`src/rtl/div_pkg.sv`:
```
// Shared types for the sequential restoring divider.
package div_pkg;

  typedef enum logic [1:0] {
    IDLE,
    CALC,
    DONE
  } div_state_t;

endpackage

```
`src/rtl/div_step.sv`:
```
// One restoring-division step: shift in the next dividend bit, trial-subtract, keep or restore.
module div_step #(
  parameter int N = 8
) (
  input  logic [N-1:0] rem,
  input  logic         dvd_msb,
  input  logic [N-1:0] divisor,
  output logic [N-1:0] next_rem,
  output logic         q_bit
);

  logic [N:0] shifted;
  logic [N:0] trial;

  always_comb begin
    shifted  = {rem, dvd_msb};
    trial    = shifted - {1'b0, divisor};
    // Partial remainder stays below the divisor, so bit N of the trial is a clean borrow.
    q_bit    = ~trial[N];
    next_rem = q_bit ? trial[N-1:0] : shifted[N-1:0];
  end

endmodule

```
`src/rtl/nbit_seq_div.sv`:
```
// Sequential unsigned N-bit restoring divider: one quotient bit per clock, done pulse on completion.
module nbit_seq_div
  import div_pkg::*;
#(
  parameter int N = 8
) (
  input  logic         clk,
  input  logic         rst_n,
  input  logic         start,
  input  logic [N-1:0] dividend,
  input  logic [N-1:0] divisor,
  output logic         busy,
  output logic         done,
  output logic [N-1:0] quotient,
  output logic [N-1:0] remainder,
  output logic         zero_flag,
  output logic         negative_flag,
  output logic         div_by_zero
);

  localparam int CW = $clog2(N) + 1;

  div_state_t    state, state_nx;
  logic [CW-1:0] cnt;
  logic [N-1:0]  rem_r, dvd_r, dsr_r;
  logic [N-1:0]  step_rem;
  logic          step_q;
  logic          accept, last_step;

  div_step #(.N(N)) u_step (
    .rem      (rem_r),
    .dvd_msb  (dvd_r[N-1]),
    .divisor  (dsr_r),
    .next_rem (step_rem),
    .q_bit    (step_q)
  );

  always_ff @(posedge clk or negedge rst_n) begin
    if (!rst_n) state <= IDLE;
    else        state <= state_nx;
  end

  always_comb begin
    state_nx  = state;
    busy      = 1'b0;
    done      = 1'b0;
    accept    = 1'b0;
    last_step = 1'b0;
    unique case (state)
      IDLE: begin
        if (start) begin
          accept   = 1'b1;
          state_nx = (divisor == '0) ? DONE : CALC;
        end
      end
      CALC: begin
        busy = 1'b1;
        if (cnt == CW'(N - 1)) begin
          last_step = 1'b1;
          state_nx  = DONE;
        end
      end
      DONE: begin
        done = 1'b1;
        if (start) begin
          accept   = 1'b1;
          state_nx = (divisor == '0) ? DONE : CALC;
        end else begin
          state_nx = IDLE;
        end
      end
      default: state_nx = IDLE;
    endcase
  end

  // dvd_r doubles as the quotient shift register: dividend bits leave at the top as quotient bits enter below.
  always_ff @(posedge clk or negedge rst_n) begin
    if (!rst_n) begin
      cnt         <= '0;
      rem_r       <= '0;
      dvd_r       <= '0;
      dsr_r       <= '0;
      quotient    <= '0;
      remainder   <= '0;
      div_by_zero <= 1'b0;
    end else if (accept) begin
      cnt   <= '0;
      rem_r <= '0;
      dvd_r <= dividend;
      dsr_r <= divisor;
      if (divisor == '0) begin
        quotient    <= '1;
        remainder   <= dividend;
        div_by_zero <= 1'b1;
      end
    end else if (busy) begin
      cnt   <= cnt + CW'(1);
      rem_r <= step_rem;
      dvd_r <= {dvd_r[N-2:0], step_q};
      if (last_step) begin
        quotient    <= {dvd_r[N-2:0], step_q};
        remainder   <= step_rem;
        div_by_zero <= 1'b0;
      end
    end
  end

  assign zero_flag     = (quotient == '0);
  assign negative_flag = quotient[N-1];

endmodule

```
`config.mk`:
```
export PLATFORM = sky130hd
export DESIGN_NAME = nbit_seq_div
export DESIGN_NICKNAME = d
export VERILOG_FILES = /design/src/rtl/div_pkg.sv /design/src/rtl/div_step.sv /design/src/rtl/nbit_seq_div.sv
export SDC_FILE = /design/constraint.sdc
export NUM_CORES = 1
export LEC_CHECK = 0
export BUFFER_PORTS_ARGS = -buffer_cell sky130_fd_sc_hd__buf_2
export CORE_MARGIN = 2
export CORE_UTILIZATION = 55
export DETAILED_ROUTE_END_ITERATION = 8
export PLACE_DENSITY = 0.79
export SLEW_MARGIN = 25
export SYNTH_ARGS = -nofsm -noshare
export SYNTH_HDL_FRONTEND = slang
export SYNTH_HIERARCHICAL = 1
export SYNTH_SLANG_ARGS = --single-unit
```
`constraint.sdc`:
```
create_clock -name clk -period 4.5 [get_ports clk]
set_input_delay 0.9 -clock clk [delete_from_list [all_inputs] [get_ports clk]]
set_output_delay 0.9 -clock clk [all_outputs]
set_load 0.02 [all_outputs]
```
==> metrics.txt, run 1 <==
status finished, final reports clean; synthesis-stage register bit count 47; Design Area, Final 2770 um2; max cap viols 0; Final GP Congestion 0.823; initial DRC count 158; clock net sink count 47; Vias/cell 5.81; worst hold slack 0.479 ns; worst vdd ir 521 uV; most frequent cell after synthesis dfrtp_1; total grt overflow 0; Synthesis Warnings 6; crit end category flip-flop; worst path cell trace inv_1 > ha_1 > inv_1 > fa_1 > a21o_1 > a21oi_2 > o31ai_4 > xor2_4 > mux2_1 > a21oi_1 > o21ai_1; EDFF count, synth 0; Avg Inst Size Synth 9.98 um2; P_int 1500 uW; DR vias 1942; final max-slew violation count 0; Hold Vio Cnt, Final 0; Buf/Inv on CP 2; largest net degree at the start of global routing 48; CP Max Fanout 10; htree depth 2; core area 4290 um2; Initial Util 56.7%; worst endpoint required time 4.67 ns; Final setup viols 0; Logic pwr share 58.1%; P_sw 1120 uW; Tightest Pin Transition 0.791 ns; switch share 42.9%; Post CTS Setup Buffer Count 0; distinct cell type count of the synthesized netlist 43; post-route ant nets 0; Slowest Stage Delay on Critical Path 0.39 ns; synth top area cells dfrtp_1 48%, ha_1 4.6%, nand2_1 4.6%; CTS resizes 0; Setup CP Type flip-flop to flip-flop; RSZ-0062 raised after global routing false; Synth Instances 244; Layout Skew 0.0118 ns; share of cells above drive strength 1 23.8%; Seq pwr share 30.0%; Nets 310; worst hold path class flip-flop to flip-flop; Synth top cells by count 47 x dfrtp_1, 30 x nand2_1, 23 x nor2_1, 20 x a21oi_1; clk slew on worst S/H paths 0.10 ns; setup_tns 0 ns; Synth top area share 48.3%; # hold bufs at CTS 0; Global Route Usage Sum 23.0%; Clock power frac 12.0%; cell area power density 946 nW/um2; most used cell, CP inv_1; row cnt 24; die width 70.5 um; Pleak 0.00133 uW; drt total wl 5200 um; Max stage delay cell, worst path dfrtp_1; Finished Core Util 64.6%; root buf cell clkbuf_8; Relative slew margins 47.2%; CP delay by family, top compound AO/OA/AOI/OAI gates; crit start category flip-flop; initial antenna violation count 0; DRC Markers 0; total iterations of the first detailed-routing run 5; ys flop type dfrtp_1; synthesized cell area 2430 um2; number of global-route vias before repair 1947; global-route wire length before repair 9060 um; n_diodes 0; Area growth, synth to finish 13.9%; TritonCTS clock tree done; placed cells 326; FMAX 373 MHz; post-synth top area cell dfrtp_1; Wirelength per Cell 15.6 um; Die Y 70.5 um; Buffers on Ports 39; Final HPWL DP 3720 um; Crit path arrival time 2.85 ns; Num CTS Buffers 5; Placed Area 2660 um2; Period minus WS final 2.68 ns; final std cells w/o fill 334; register area share after synthesis 48.3%; die area 4980 um2; num ports 40; Final period util 59.5%; clk_lat worst skew 0.30 ns; ys async rst share 100%; syn_nets 273; number of buffers on the longest clock path 2
path summary, 6_finish.rpt:
kind | start | to | slack (ns) | depth (start not counted)
min in group asynchronous | rst_n | dsr_r[1]$_DFFE_PN0P_ | 0.59 | 1
worst max-delay path | dvd_r[7]$_DFFE_PN0P_ | remainder[6]$_DFFE_PN0P_ | 1.82 | 11
max in group asynchronous | rst_n | rem_r[4]$_DFFE_PN0P_ | 3.50 | 1
worst min-delay path | dsr_r[7]$_DFFE_PN0P_ | dsr_r[7]$_DFFE_PN0P_ | 0.48 | 2
worst min register to register | dsr_r[7]$_DFFE_PN0P_ | dsr_r[7]$_DFFE_PN0P_ | 0.48 | 2
worst max register to register | dvd_r[7]$_DFFE_PN0P_ | remainder[6]$_DFFE_PN0P_ | 1.82 | 11
kinds of logic after synthesis:
family | after synthesis | synth area share, %
fa+ha+maj | 10 | 5.45
flops | 47 | 48.3
simple gates | 89 | 18.1
xor+xnor | 6 | 2.93
buf+inv | 22 | 3.96
compound gates | 61 | 17.1
mux | 9 | 4.11
per-layer routing:
layer	vias up	GRT usage, %	share of wire [%]
met1	939	30.7	44
li1	930	-	-
met5	-	0	0
met2	63	39.0	50
met3	10	4.99	5.0
met4	0	5.24	1.6
metrics by stage:
step                power [uW]  setup slack (ns)
global route              2830              1.69
global placement          2260              1.89
finish                    2620              1.82
CTS                       2630              1.83
floorplan                 1960              2.04
detailed placement        2310              1.84
area by class of cell:
type	count	area (um2)
clock buffer	5	68.8
clock inverter	3	46.3
fill	341	1520
inverter	11	41.3
multi-input combinational	175	1160
sequential	47	1180
tap	52	65.1
timing repair buffer	41	213
tightest hold or removal path, stage by stage (launching register included):
cell and delay [ns]:
dfrtp_1 0.35, nand2_1 0.05, nand2_1 0.05
layout by cell type, fill, tap and decap left out, drive strengths merged, types with 9 or more instances in the layout:
cell,netlist,layout
o21ai,15,15
a22o,9,9
buf,4,41
inv,11,12
nor2,23,23
nand3,9,9
dfrtp,47,47
ha,9,9
nand2,31,31
a21oi,22,22
sequential cells by signal, summed over array words and instances (netlist names):
name,cells
state,2
div_by_zero,1
cnt,4
quotient,8
rem_r,8
remainder,8
dvd_r,8
dsr_r,8
power groups by stage:
stage	registers [uW]	logic [uW]	clock network (uW)
6_report	785	1520	314
3_5_place_dp	793	1510	0
2_1_floorplan	837	1130	0
4_1_cts	785	1520	320
3_3_place_gp	787	1480	0
5_1_grt	814	1680	341
Note: power is estimated with default switching activity, not from simulation.
==> run 2, diff against run 1 <==
==> constraint.sdc (replaced) <==
create_clock -name clk -period 2.5 [get_ports clk]
set_input_delay 0.5 -clock clk [delete_from_list [all_inputs] [get_ports clk]]
set_output_delay 0.5 -clock clk [all_outputs]
set_load 0.02 [all_outputs]
==> metrics.txt, run 2 (same netlist as run 1, synthesis figures left out) <==
status finished, final reports clean; DR vias 2021; crit end category flip-flop; Vias/cell 5.84; crit start category flip-flop; DRC Markers 0; worst path cell trace inv_2 > ha_4 > inv_2 > fa_2 > a21o_1 > a21oi_2 > o31ai_4 > xor2_2 > buf_4 > mux2_4 > a22o_1; Initial Util 56.7%; total grt overflow 0; die area 4980 um2; root buf cell clkbuf_8; Hold Vio Cnt, Final 0; number of global-route vias before repair 1959; Tightest Pin Transition 0.759 ns; initial antenna violation count 0; max cap viols 0; post-route ant nets 0; drt total wl 5580 um; Max stage delay cell, worst path dfrtp_1; most used cell, CP inv_2; row cnt 24; Global Route Usage Sum 23.9%; FMAX 402 MHz; core area 4290 um2; final max-slew violation count 0; worst endpoint required time 2.70 ns; number of buffers on the longest clock path 2; n_diodes 0; # hold bufs at CTS 0; Num CTS Buffers 5; RSZ-0062 raised after global routing true; num ports 40; Nets 322; CP Max Fanout 2; Die Y 70.5 um; htree depth 2; Area growth, synth to finish 20.8%; Period minus WS final 2.49 ns; worst hold slack 0.270 ns; Final period util 99.5%; area of the multi-input gates 1260 um2; Final GP Congestion 0.839; largest net degree at the start of global routing 48; Buffers on Ports 39; # fillers 334; clk_lat worst skew 0.30 ns; Slowest Stage Delay on Critical Path 0.39 ns; share of cells above drive strength 1 31.6%; CP delay by family, top compound AO/OA/AOI/OAI gates; Layout Skew 0.00441 ns; Relative slew margins 49.2%; die width 70.5 um; highest-count cells in the layout ignoring fill and taps 47 x dfrtp_1, 39 x buf_2, 30 x nand2_1; clk slew on worst S/H paths 0.09 ns; Setup CP Type flip-flop to flip-flop; TritonCTS clock tree done; Final setup viols 0; clock net sink count 47; commonest non-fill, non-tap cell in the layout dfrtp_1; worst hold path class primary input to asynchronous set/reset pin; global-route wire length before repair 9220 um; total iterations of the first detailed-routing run 4; Buf/Inv on CP 3; initial DRC count 120; Final HPWL DP 3860 um; register area 1180 um2; Wirelength per Cell 16.1 um; Crit path arrival time 2.69 ns
==> run 2: cell count changes in the layout (fill, tap and decap cells not counted), sizes merged <==
cell    before  now
buf         41   52
inv         12   11
xor2         4    5
clkbuf       5    6
clkinv       0    1
bufinv       1    0
==> run 2: worst paths after layout <==
path,from,endpoint,slack [ns],depth (start not counted)
worst min-delay path,rst_n,dsr_r[2]$_DFFE_PN0P_,0.27,2
worst min register to register,dsr_r[2]$_DFFE_PN0P_,dsr_r[2]$_DFFE_PN0P_,0.48,2
max in group asynchronous,rst_n,dvd_r[6]$_DFFE_PN0P_,1.82,2
worst max-delay path,dvd_r[7]$_DFFE_PN0P_,rem_r[3]$_DFFE_PN0P_,0.01,11
min in group clk,divisor[3],dsr_r[3]$_DFFE_PN0P_,0.40,3
worst max register to register,dvd_r[7]$_DFFE_PN0P_,rem_r[3]$_DFFE_PN0P_,0.01,11
==> run 2: routing by layer <==
| metal | global-route usage (%) | vias to the layer above | wire, um |
|---|---|---|---|
| met4 | 10.3 | 0 | 142 |
| met1 | 31.8 | 986 | 2440 |
| met2 | 38.1 | 66 | 2690 |
| met5 | 0 | - | 0 |
| li1 | - | 956 | - |
| met3 | 5.56 | 13 | 307 |
==> run 2: layout make-up <==
class,instances,area share (%)
Multi-Input combinational cell,176,42.9
Sequential cell,47,40.0
Timing Repair Buffer,52,10.1
Clock buffer,6,2.81
Tap cell,52,2.21
Inverter,11,1.40
Clock inverter,2,0.553
==> run 2: what timing repair did <==
item	in CTS	in global routing
endpoints found under the setup margin	15	17
setup buffers	1	3
cloned	1	0
resized for setup	0	25
pin swaps	3	6
hold endpoints to repair	0	0
==> run 2: through the flow <==
stage          cell area (um2)  setup TNS (ns)  utilization (%)  cells  setup slack (ns)
6_report                  2940               0             68.5    346            0.0117
5_1_grt                   2940          -0.406             68.5    346           -0.0516
4_1_cts                   2840          -0.116             66.1    344           -0.0248
3_5_place_dp              2720          -0.677             63.2    334           -0.0738
3_3_place_gp              2720         -0.0126             63.2    334          -0.00574
2_1_floorplan             2430               0                -    244            0.0424
Power of run 2 is not shown: default switching activity piles up to over one toggle a cycle in this logic, so the estimate is an artifact.
==> run 3, diff against run 2 <==
--- a/config.mk
+++ b/config.mk
@@ -6,10 +6,12 @@
 export NUM_CORES = 1
 export LEC_CHECK = 0
 export BUFFER_PORTS_ARGS = -buffer_cell sky130_fd_sc_hd__buf_2
+export CELL_PAD_IN_SITES_DETAIL_PLACEMENT = 1
+export CELL_PAD_IN_SITES_GLOBAL_PLACEMENT = 1
 export CORE_MARGIN = 2
-export CORE_UTILIZATION = 55
+export CORE_UTILIZATION = 43
 export DETAILED_ROUTE_END_ITERATION = 8
-export PLACE_DENSITY = 0.79
+export PLACE_DENSITY = 0.8
 export SLEW_MARGIN = 25
 export SYNTH_ARGS = -nofsm -noshare
 export SYNTH_HDL_FRONTEND = slang
==> metrics.txt, run 3 (same netlist as run 1, synthesis figures left out) <==
number of global-route vias before repair 2176; clock net sink count 47; largest net degree at the start of global routing 48; Max stage delay cell, worst path dfrtp_1; final max-slew violation count 0; Final HPWL DP 4560 um; pre-CTS setup slack -0.112 ns; WP depth 11; initial DRC count 91; status complete, but fails checks; worst endpoint required time 2.66 ns; max cap viols 0; Num CTS Buffers 5; die width 79.3 um; Buffers on Ports 39; row cnt 27; clk slew on worst S/H paths 0.09 ns; share of cells above drive strength 1 30.7%; Relative slew margins 59.8%; DR vias 2016; worst vdd ir 855 uV; n_diodes 0; Pleak 0.00143 uW; worst path cell trace inv_2 > ha_4 > inv_2 > fa_2 > a21o_1 > a21oi_2 > o31ai_4 > xor2_4 > mux2_4 > a21oi_1 > o21ai_1; Placed Area 2760 um2; Vias/cell 5.48; clk_lat worst skew 0.31 ns; CP delay by family, top compound AO/OA/AOI/OAI gates; worst hold slack 0.262 ns; Tightest Pin Transition 0.601 ns; number of buffers on the longest clock path 2; Area growth, synth to finish 21.4%; total grt overflow 0; drt total wl 6600 um; crit start category flip-flop; Hold Vio Cnt, Final 0; Final setup viols 2; Final period util 101%; commonest non-fill, non-tap cell in the layout dfrtp_1; Die Y 79.3 um; crit end category flip-flop; Design Area, Final 2960 um2; Nets 325; CP Max Fanout 5; global-route wire length before repair 10900 um; die area 6280 um2; core area 5470 um2; initial antenna violation count 0; cell depth of the worst flop-to-flop path 11; RSZ-0062 raised after global routing true; most used cell, CP inv_2; TritonCTS clock tree done; post-route ant nets 0; Power Total 5420 uW; Final GP Congestion 0.820; Period minus WS final 2.52 ns; Crit path arrival time 2.68 ns; violated checks setup timing; Layout Skew 0.0117 ns; Setup CP Type flip-flop to flip-flop; Initial Util 44.5%; highest-count cells in the layout ignoring fill and taps 47 x dfrtp_1, 39 x buf_2, 30 x nand2_1; DRC Markers 0; worst hold path class primary input to asynchronous set/reset pin; htree depth 2; cell area power density 1840 nW/um2; Wirelength per Cell 17.9 um; total iterations of the first detailed-routing run 4; final worst slack -0.0170 ns; Buf/Inv on CP 2; Slowest Stage Delay on Critical Path 0.40 ns; Global Route Usage Sum 22.7%; num ports 40; root buf cell clkbuf_8; FMAX 397 MHz
==> run 3: cell count changes in the layout (fill, tap and decap cells not counted) <==
| cell | previous run | this run |
|---|---|---|
| clkinvlp_4 | 1 | 0 |
| mux2i_4 | 1 | 0 |
| a21oi_1 | 12 | 15 |
| o21ai_0 | 5 | 6 |
| xor2_2 | 1 | 0 |
| clkinv_2 | 0 | 1 |
| buf_4 | 12 | 16 |
| buf_6 | 1 | 0 |
| o21ai_1 | 10 | 9 |
| clkbuf_8 | 6 | 5 |
| xor2_4 | 1 | 2 |
| a21oi_2 | 10 | 7 |
| mux2i_1 | 0 | 1 |
==> run 3: final cells by class <==
| class | count | area (um2) |
|---|---|---|
| Clock buffer | 5 | 68.8 |
| Tap cell | 72 | 90.1 |
| Inverter | 11 | 41.3 |
| Fill cell | 638 | 2520 |
| Timing Repair Buffer | 55 | 315 |
| Clock inverter | 2 | 13.8 |
| Multi-Input combinational cell | 176 | 1250 |
| Sequential cell | 47 | 1180 |
==> run 3: worst reg2reg max path: cells and delay by family, from the launching register on <==
family,cells,cell delay [ns]
AOI/OAI and AO/OA,5,0.79
adders and majority gates,2,0.46
DFF,1,0.40
muxes,1,0.34
xor gates and xnor gates,1,0.25
buffers and inverters,2,0.13
==> run 3: worst paths after layout <==
| kind | slack, ns | startpoint | to |
|---|---|---|---|
| max | -0.02 | dvd_r[7]$_DFFE_PN0P_ | remainder[5]$_DFFE_PN0P_ |
| min | 0.26 | rst_n | dsr_r[2]$_DFFE_PN0P_ |
| max reg2reg | -0.02 | dvd_r[7]$_DFFE_PN0P_ | remainder[5]$_DFFE_PN0P_ |
| min reg2reg | 0.49 | dsr_r[7]$_DFFE_PN0P_ | dsr_r[7]$_DFFE_PN0P_ |
| max in group asynchronous | 1.80 | rst_n | rem_r[6]$_DFFE_PN0P_ |
| min in group clk | 0.39 | divisor[4] | dsr_r[4]$_DFFE_PN0P_ |
==> run 3: routing by layer <==
metal / vias up / wire, um / track usage [%] / part of all wire [%]
met5: - / 0 / 0 / 0
met4: 0 / 157 / 9.48 / 2.4
met3: 13 / 216 / 4.43 / 3.3
met2: 40 / 3410 / 38.1 / 52
met1: 1009 / 2820 / 28.8 / 43
li1: 954 / - / - / -
==> run 3: what timing repair did <==
action,in CTS,in global routing
gates cloned,1,0
setup endpoints to repair,16,16
hold buffers,0,0
resized for setup,13,5
setup buffers,1,3
pin swaps,4,5
==> run 3: through the flow <==
| step | utilization (%) | setup TNS [ns] | std cells |
|---|---|---|---|
| detailed placement | 50.3 | -1.23 | 356 |
| finish | 54.0 | -0.0212 | 368 |
| floorplan | - | 0 | 244 |
| CTS | 53.3 | -0.00940 | 365 |
| global placement | 50.3 | -0.0515 | 356 |
| global route | 54.0 | -1.34 | 368 |
==> run 3: where the power goes <==
part	switching [uW]	internal, uW	leakage [uW]
combinational	1780	1740	0.000810
clock	262	192	0.0000440
sequential	308	1140	0.000572
total	2350	3070	0.00143
